`config.mk`:
```
export PLATFORM = sky130hd
export DESIGN_NAME = handshake_rr_arbiter_flat
export DESIGN_NICKNAME = d
export VERILOG_FILES = /design/src/rtl/handshake_rr_arbiter_if.sv /design/src/rtl/handshake_rr_arbiter.sv /design/src/flat_wrapper.sv
export SDC_FILE = /design/constraint.sdc
export NUM_CORES = 1
export LEC_CHECK = 0
export ABC_AREA = 1
export CAP_MARGIN = 20
export CELL_PAD_IN_SITES_DETAIL_PLACEMENT = 1
export CELL_PAD_IN_SITES_GLOBAL_PLACEMENT = 1
export CORE_ASPECT_RATIO = 0.8
export CORE_MARGIN = 2
export CORE_UTILIZATION = 26
export DETAILED_ROUTE_END_ITERATION = 12
export PLACE_DENSITY = 0.84
export SETUP_SLACK_MARGIN = 0.5
export SLEW_MARGIN = 0
export SYNTH_ARGS = -nofsm -noshare
export SYNTH_HDL_FRONTEND = slang
export SYNTH_SLANG_ARGS = --single-unit
```
`constraint.sdc`:
```
create_clock -name clk -period 3.6 [get_ports clk]
set_clock_uncertainty 0.1 [all_clocks]
set_input_delay 0.72 -clock clk [delete_from_list [all_inputs] [get_ports clk]]
set_output_delay 0.72 -clock clk [all_outputs]
set_load 0.02 [all_outputs]
```
`src/rtl/handshake_rr_arbiter_if.sv`:
```
// Signal bundle for the round-robin arbiter: NUM_REQ upstream valid/ready/data/last
// streams plus the single registered downstream stream.
interface handshake_rr_arbiter_if #(
    parameter int NUM_REQ   = 4,
    parameter int DATA_BITS = 8
);
    localparam int SEL_BITS = (NUM_REQ > 1) ? $clog2(NUM_REQ) : 1;

    logic [NUM_REQ-1:0]           s_valid;
    logic [NUM_REQ-1:0]           s_ready;
    logic [NUM_REQ*DATA_BITS-1:0] s_data;
    logic [NUM_REQ-1:0]           s_last;
    logic                         m_valid;
    logic                         m_ready;
    logic [DATA_BITS-1:0]         m_data;
    logic [SEL_BITS-1:0]          m_sel;
    logic                         m_last;

    // master: whoever feeds the requesters and sinks the output stream
    modport master (
        output s_valid, s_data, s_last, m_ready,
        input  s_ready, m_valid, m_data, m_sel, m_last
    );

    modport slave (
        input  s_valid, s_data, s_last, m_ready,
        output s_ready, m_valid, m_data, m_sel, m_last
    );
endinterface

```
`src/rtl/handshake_rr_arbiter.sv`:
```
// Round-robin arbiter merging NUM_REQ valid/ready streams into one registered
// output stream, with optional grant lock held until the end-of-packet beat.
module handshake_rr_arbiter #(
    parameter int NUM_REQ   = 4,
    parameter int DATA_BITS = 8,
    parameter int PKT_MODE  = 0
) (
    input  logic                  clk,
    input  logic                  rst,
    handshake_rr_arbiter_if.slave bus
);
    localparam int SEL_BITS = (NUM_REQ > 1) ? $clog2(NUM_REQ) : 1;

    typedef enum logic {ST_IDLE, ST_LOCKED} state_t;

    state_t               state_reg, state_next;
    logic [SEL_BITS-1:0]  ptr_reg, ptr_next;
    logic [SEL_BITS-1:0]  lock_idx_reg, lock_idx_next;
    logic [SEL_BITS-1:0]  scan_offset, scan_grant, grant, grant_inc;
    logic [NUM_REQ-1:0]   rot_valid;
    logic [NUM_REQ-1:0]   ready_vec;
    logic [DATA_BITS-1:0] data_arr [NUM_REQ];
    logic                 free, grant_valid, grant_last, accept;

    logic                 m_valid_reg;
    logic [DATA_BITS-1:0] m_data_reg;
    logic [SEL_BITS-1:0]  m_sel_reg;
    logic                 m_last_reg;

    // (a + b) mod NUM_REQ for a < NUM_REQ, 0 <= b < NUM_REQ; works for any NUM_REQ
    function automatic logic [SEL_BITS-1:0] wrap_add(input logic [SEL_BITS-1:0] a, input int b);
        int s;
        s = int'(a) + b;
        if (s >= NUM_REQ) s = s - NUM_REQ;
        return SEL_BITS'(s);
    endfunction

    // rot_valid[k] is the request k places after the pointer
    for (genvar gi = 0; gi < NUM_REQ; gi++) begin : g_port
        assign data_arr[gi]  = bus.s_data[gi*DATA_BITS +: DATA_BITS];
        assign rot_valid[gi] = bus.s_valid[wrap_add(ptr_reg, gi)];
    end

    always_comb begin
        scan_offset = '0;
        for (int k = NUM_REQ - 1; k >= 0; k--) begin
            if (rot_valid[k]) scan_offset = SEL_BITS'(k);
        end
        scan_grant = wrap_add(ptr_reg, int'(scan_offset));
    end

    assign grant       = (state_reg == ST_LOCKED) ? lock_idx_reg : scan_grant;
    assign grant_inc   = wrap_add(grant, 1);
    assign grant_valid = bus.s_valid[grant];
    assign grant_last  = bus.s_last[grant];
    assign free        = !m_valid_reg || bus.m_ready;
    assign accept      = free && grant_valid && !rst;

    always_ff @(posedge clk) begin
        if (rst) begin
            state_reg    <= ST_IDLE;
            ptr_reg      <= '0;
            lock_idx_reg <= '0;
        end else begin
            state_reg    <= state_next;
            ptr_reg      <= ptr_next;
            lock_idx_reg <= lock_idx_next;
        end
    end

    // A non-last beat in packet mode pins the grant; the pointer only advances
    // once the packet (or single beat) is finished.
    always_comb begin
        state_next    = state_reg;
        ptr_next      = ptr_reg;
        lock_idx_next = lock_idx_reg;
        if (accept) begin
            if ((PKT_MODE != 0) && !grant_last) begin
                state_next    = ST_LOCKED;
                lock_idx_next = grant;
            end else begin
                state_next    = ST_IDLE;
                ptr_next      = grant_inc;
            end
        end
    end

    always_comb begin
        ready_vec = '0;
        if (accept) ready_vec[grant] = 1'b1;
    end

    always_ff @(posedge clk) begin
        if (rst) begin
            m_valid_reg <= 1'b0;
            m_data_reg  <= '0;
            m_sel_reg   <= '0;
            m_last_reg  <= 1'b0;
        end else if (free) begin
            m_valid_reg <= accept;
            if (accept) begin
                m_data_reg <= data_arr[grant];
                m_sel_reg  <= grant;
                m_last_reg <= grant_last && (PKT_MODE != 0);
            end
        end
    end

    assign bus.s_ready = ready_vec;
    assign bus.m_valid = m_valid_reg;
    assign bus.m_data  = m_data_reg;
    assign bus.m_sel   = m_sel_reg;
    assign bus.m_last  = m_last_reg;
endmodule
```
`src/flat_wrapper.sv`:
```
// flat-port wrapper written by rule: the top's interface ports become plain ports
module handshake_rr_arbiter_flat 
#(
    parameter int NUM_REQ   = 4,
    parameter int DATA_BITS = 8,
    parameter int PKT_MODE  = 0
)
  (clk, rst, bus_s_valid, bus_s_data, bus_s_last, bus_m_ready, bus_s_ready, bus_m_valid, bus_m_data, bus_m_sel, bus_m_last);
  handshake_rr_arbiter_if #(.NUM_REQ(NUM_REQ), .DATA_BITS(DATA_BITS)) bus_i ();
  input  logic clk;
  input  logic rst;
  input wire logic [$bits(bus_i.s_valid)-1:0] bus_s_valid;
  input wire logic [$bits(bus_i.s_data)-1:0] bus_s_data;
  input wire logic [$bits(bus_i.s_last)-1:0] bus_s_last;
  input wire logic [$bits(bus_i.m_ready)-1:0] bus_m_ready;
  output wire logic [$bits(bus_i.s_ready)-1:0] bus_s_ready;
  output wire logic [$bits(bus_i.m_valid)-1:0] bus_m_valid;
  output wire logic [$bits(bus_i.m_data)-1:0] bus_m_data;
  output wire logic [$bits(bus_i.m_sel)-1:0] bus_m_sel;
  output wire logic [$bits(bus_i.m_last)-1:0] bus_m_last;
  assign bus_i.s_valid = bus_s_valid;
  assign bus_i.s_data = bus_s_data;
  assign bus_i.s_last = bus_s_last;
  assign bus_i.m_ready = bus_m_ready;
  assign bus_s_ready = bus_i.s_ready;
  assign bus_m_valid = bus_i.m_valid;
  assign bus_m_data = bus_i.m_data;
  assign bus_m_sel = bus_i.m_sel;
  assign bus_m_last = bus_i.m_last;
  handshake_rr_arbiter #(.NUM_REQ(NUM_REQ), .DATA_BITS(DATA_BITS), .PKT_MODE(PKT_MODE)) u_core (.clk(clk), .rst(rst), .bus(bus_i));
endmodule
```
==> results.py <==
metrics = {
    "route": {
        "wl_mm": 6.373,
        "first_iter_violations": 93,
        "ant_nets": 0,
        "drt-vias-per-instance": 4.624,
        "vias": 1734,
        "avgRoutedWirePerCell_um": 16.99,
        "dr.pass1.iters": 4,
        "drc_errors": 0,
    },
    "placement": {
        "gp_congestion": 0.7637,
        "io_buffers": 53,
        "pre_cts_ws_ps": -824.4,
        "hpwl_mm": 3.226,
    },
    "logic_synthesis": {
        "synth_cells": 225,
        "ys_seq_area_share_pct": 21.01,
        "ys.flop_type": "dfxtp_1",
        "yosysWarnings": 0,
        "synth_top_area_share_pct": 35.15,
        "synthSimpleGateAreaFrac_pct": 59.09,
        "netlist_area_um2": 1239,
        "synth-compound-area-share_pct": 3.232,
        "muxShareOfSynthArea_pct": 0,
        "async_flop_share_pct": 0,
        "synth_common_cells": "116 x nand2_1, 26 x nor2_1, 18 x inv_1",
        "synth_xor_area_share_pct": 0.7071,
        "ys_ff_latch": 13,
        "synth.distinct_cells": 26,
        "synthAdderAreaFrac_pct": 3.030,
        "synth_top_family_by_area": "simple AND/OR/NAND/NOR gates",
        "synth_edf_count": 0,
        "syn_nets": 271,
        "synth_largest_area_cell": "nand2_1",
        "post-synth-top-count-cell": "nand2_1",
        "synth_area_per_cell_um2": 5.505,
        "synth.area.top_cells": "nand2_1 35%, dfxtp_1 21%, nor2_1 7.9%, nand2_2 7.1%, inv_1 5.5%",
    },
    "timing": {
        "rsz0062_at_grt": "yes",
        "holdWs_ps": 385.2,
        "hold_viol_final": 0,
        "slew_violations": 0,
        "fin_crit_ps": 3499,
        "timing.final.crit_share_pct": 97.18,
        "setup_ws_ps": 101.3,
        "clock.fmax_mhz": 285.8,
        "setup_viol": 0,
    },
    "setup_path": {
        "cp_max_fo": 4,
        "slowest_delay_ps": 170,
        "r2r_setup_slack_ps": 210,
        "worst_path_max_delay_cell": "nand4_1",
        "cp-end-kind": "primary output",
        "crit_top_cell": "buf_4",
        "timing.rr.start": "u_core.ptr_reg[1]$_SDFFE_PP0P_",
        "cp-startpoint": "bus_s_valid[2]",
        "critical_path_arrival_ps": 2680,
        "worstSetupPathType": "input pin to primary output",
        "path_buf_inv": 7,
        "crit_chain": "buf_2 > inv_12 > nand2_1 > nand2_4 > nand2_4 > buf_4 > buf_4 > buf_4 > buf_4 > nand2_1 > nand2_2 > nand2_2 > nand2_4 > nand3_4 > nand4_1 > nor2_2 > buf_6",
        "cp-start-kind": "input pin",
        "worstPathRequired_ps": 2780,
        "cpLargestDelayFamily": "simple AND/OR/NAND/NOR gates",
    },
    "global_routing": {
        "grt_pass1_vias": 1804,
        "grt_max_degree": 21,
        "grt_antenna_before_repair": 0,
        "grt_pass1_wl_mm": 9.259,
        "grt_overflow": 0,
        "grt_usage_pct": 23.01,
    },
    "die": {
        "design.core.area_um2": 4597,
        "start_util_pct": 26.95,
        "fp-row-count": 22,
        "die_y_um": 65.74,
        "ioPinCount": 59,
        "die_x_um": 81.17,
        "dieArea_um2": 5336,
    },
    "final_layout": {
        "layout.nets": 362,
        "fillers": 581,
        "largest_reg_flops": 8,
        "drive_gt1_share_pct": 36.51,
        "syn2layout_area_growth_pct": 97.98,
        "antennaDiodeCount": 0,
    },
    "job": {
        "cap_viol_max_count": 0,
    },
    "pwr": {
        "seq_power_share_pct": 10.3,
        "clkPwrFrac_pct": 6.3,
        "p_int_mw": 1.025,
        "power.share.switching_pct": 52.08,
        "peakVddDrop_mv": 0.2983,
        "finalPower_mw": 2.139,
        "power.density_nw_per_um2": 872.3,
        "p_leak_nw": 1.195,
        "p_comb_share_pct": 83.4,
        "switchingPower_mw": 1.114,
    },
    "clock_tree": {
        "h-tree-depth": 1,
        "cts.sinks": 13,
        "clkSlewWorstSetupHoldPaths_ps": 60,
        "cts_buffers": 3,
        "cts_tree": "built",
        "clock_latency_ps": 250,
        "clockBufferDepth": 2,
        "clockRootBuffer": "clkbuf_8",
        "cts.hold.buffers_added": 0,
    },
    "min_path": {
        "hp-start": "u_core.bus.m_valid$_SDFFE_PP0N_",
        "hold_class": "flop to flop",
    },
    "outcome": {
        "status": "finished, final reports clean",
    },
}
kinds of logic after synthesis:
kind of cell,after synthesis
AOI/OAI and AO/OA,7
xor gates and xnor gates,1
other,1
and+or+nand+nor,168
adders and majority gates,3
buffers and inverters,32
DFF,13
metal layers:
layer	wire (um)	share of wire [%]	vias up	global-route usage, %
met5	0	0	-	0
met4	192	3.0	0	6.780
met3	330	5.2	18	1.923
met2	3190	50	64	40.60
met1	2660	42	803	29.68
li1	-	-	849	-
path summary, 6_finish.rpt:
kind | endpoint | cells past startpoint
min reg2reg | u_core.bus.m_valid$_SDFFE_PP0N_ | 2
min | u_core.bus.m_valid$_SDFFE_PP0N_ | 2
max reg2reg | u_core.bus.m_sel[0]$_SDFFE_PP0P_ | 25
max | bus_s_ready[3] | 17
area by class of cell:
type / count / area (um^2) / share of cell area (%)
clock buffers: 4 / 45.04 / 1.837
inverters: 23 / 135.1 / 5.510
multi-input cells: 180 / 1045 / 42.60
flip-flops and latches: 13 / 261.5 / 10.66
well taps: 60 / 75.07 / 3.061
repair buffers: 95 / 890.9 / 36.33
power groups by stage:
stage / clock (mW) / combinational [mW] / sequential [mW]
global placement: 0 / 1.20 / 0.219
global route: 0.136 / 1.92 / 0.224
floorplan: 0 / 0.799 / 0.256
detailed placement: 0 / 1.23 / 0.221
finish: 0.134 / 1.78 / 0.221
CTS: 0.130 / 1.52 / 0.218
metrics by stage:
step	area, um^2	cells	TNS [ps]	util (%)
2_1_floorplan	1341	225	0	-
3_3_place_gp	2018	349	-2889	43.90
3_5_place_dp	2018	349	-3244	43.90
4_1_cts	2336	373	0	50.82
5_1_grt	2452	375	-2.494	53.35
6_report	2452	375	0	53.35
timing repair:
| action | 4_1_cts | 5_1_grt |
|---|---|---|
| resized for setup | 72 | 28 |
| pin swaps | 19 | 16 |
| endpoints found under the setup margin | 17 | 7 |
| cloned | 0 | 0 |
| buffers inserted | 20 | 2 |
cells in the final DEF (no fill, tap or decap), types with 3 or more instances in the layout:
cell type and instances:
dfxtp_1 12, nand4_1 3, nand2_2 23, nand2_1 99
ha_4 3, nor2_4 5, clkbuf_8 3, a21oi_1 3
nand2_4 9, inv_1 11, buf_4 32, buf_6 14
inv_2 5, nand3_4 3, nor2_1 21, inv_12 3
clkdlybuf4s50_1 45
worst register-to-register path, stage by stage, from the launching register on:
cell and delay [ps]:
dfxtp_1 450, inv_2 110, nand2_1 70, nand2_1 100, nand2_2 100, nand2_2 80, a31oi_4 180, nor2_4 70
ha_4 180, xnor2_4 130, buf_6 130, nand3_4 120, nand2_8 100, nand2_8 90, nand4_1 180, buf_4 200
buf_6 100, buf_6 100, buf_6 100, buf_6 100, buf_6 100, buf_6 100, buf_6 100, buf_6 110
nand2_2 40, nor2_1 40
Note: power is estimated with default switching activity, not from simulation.
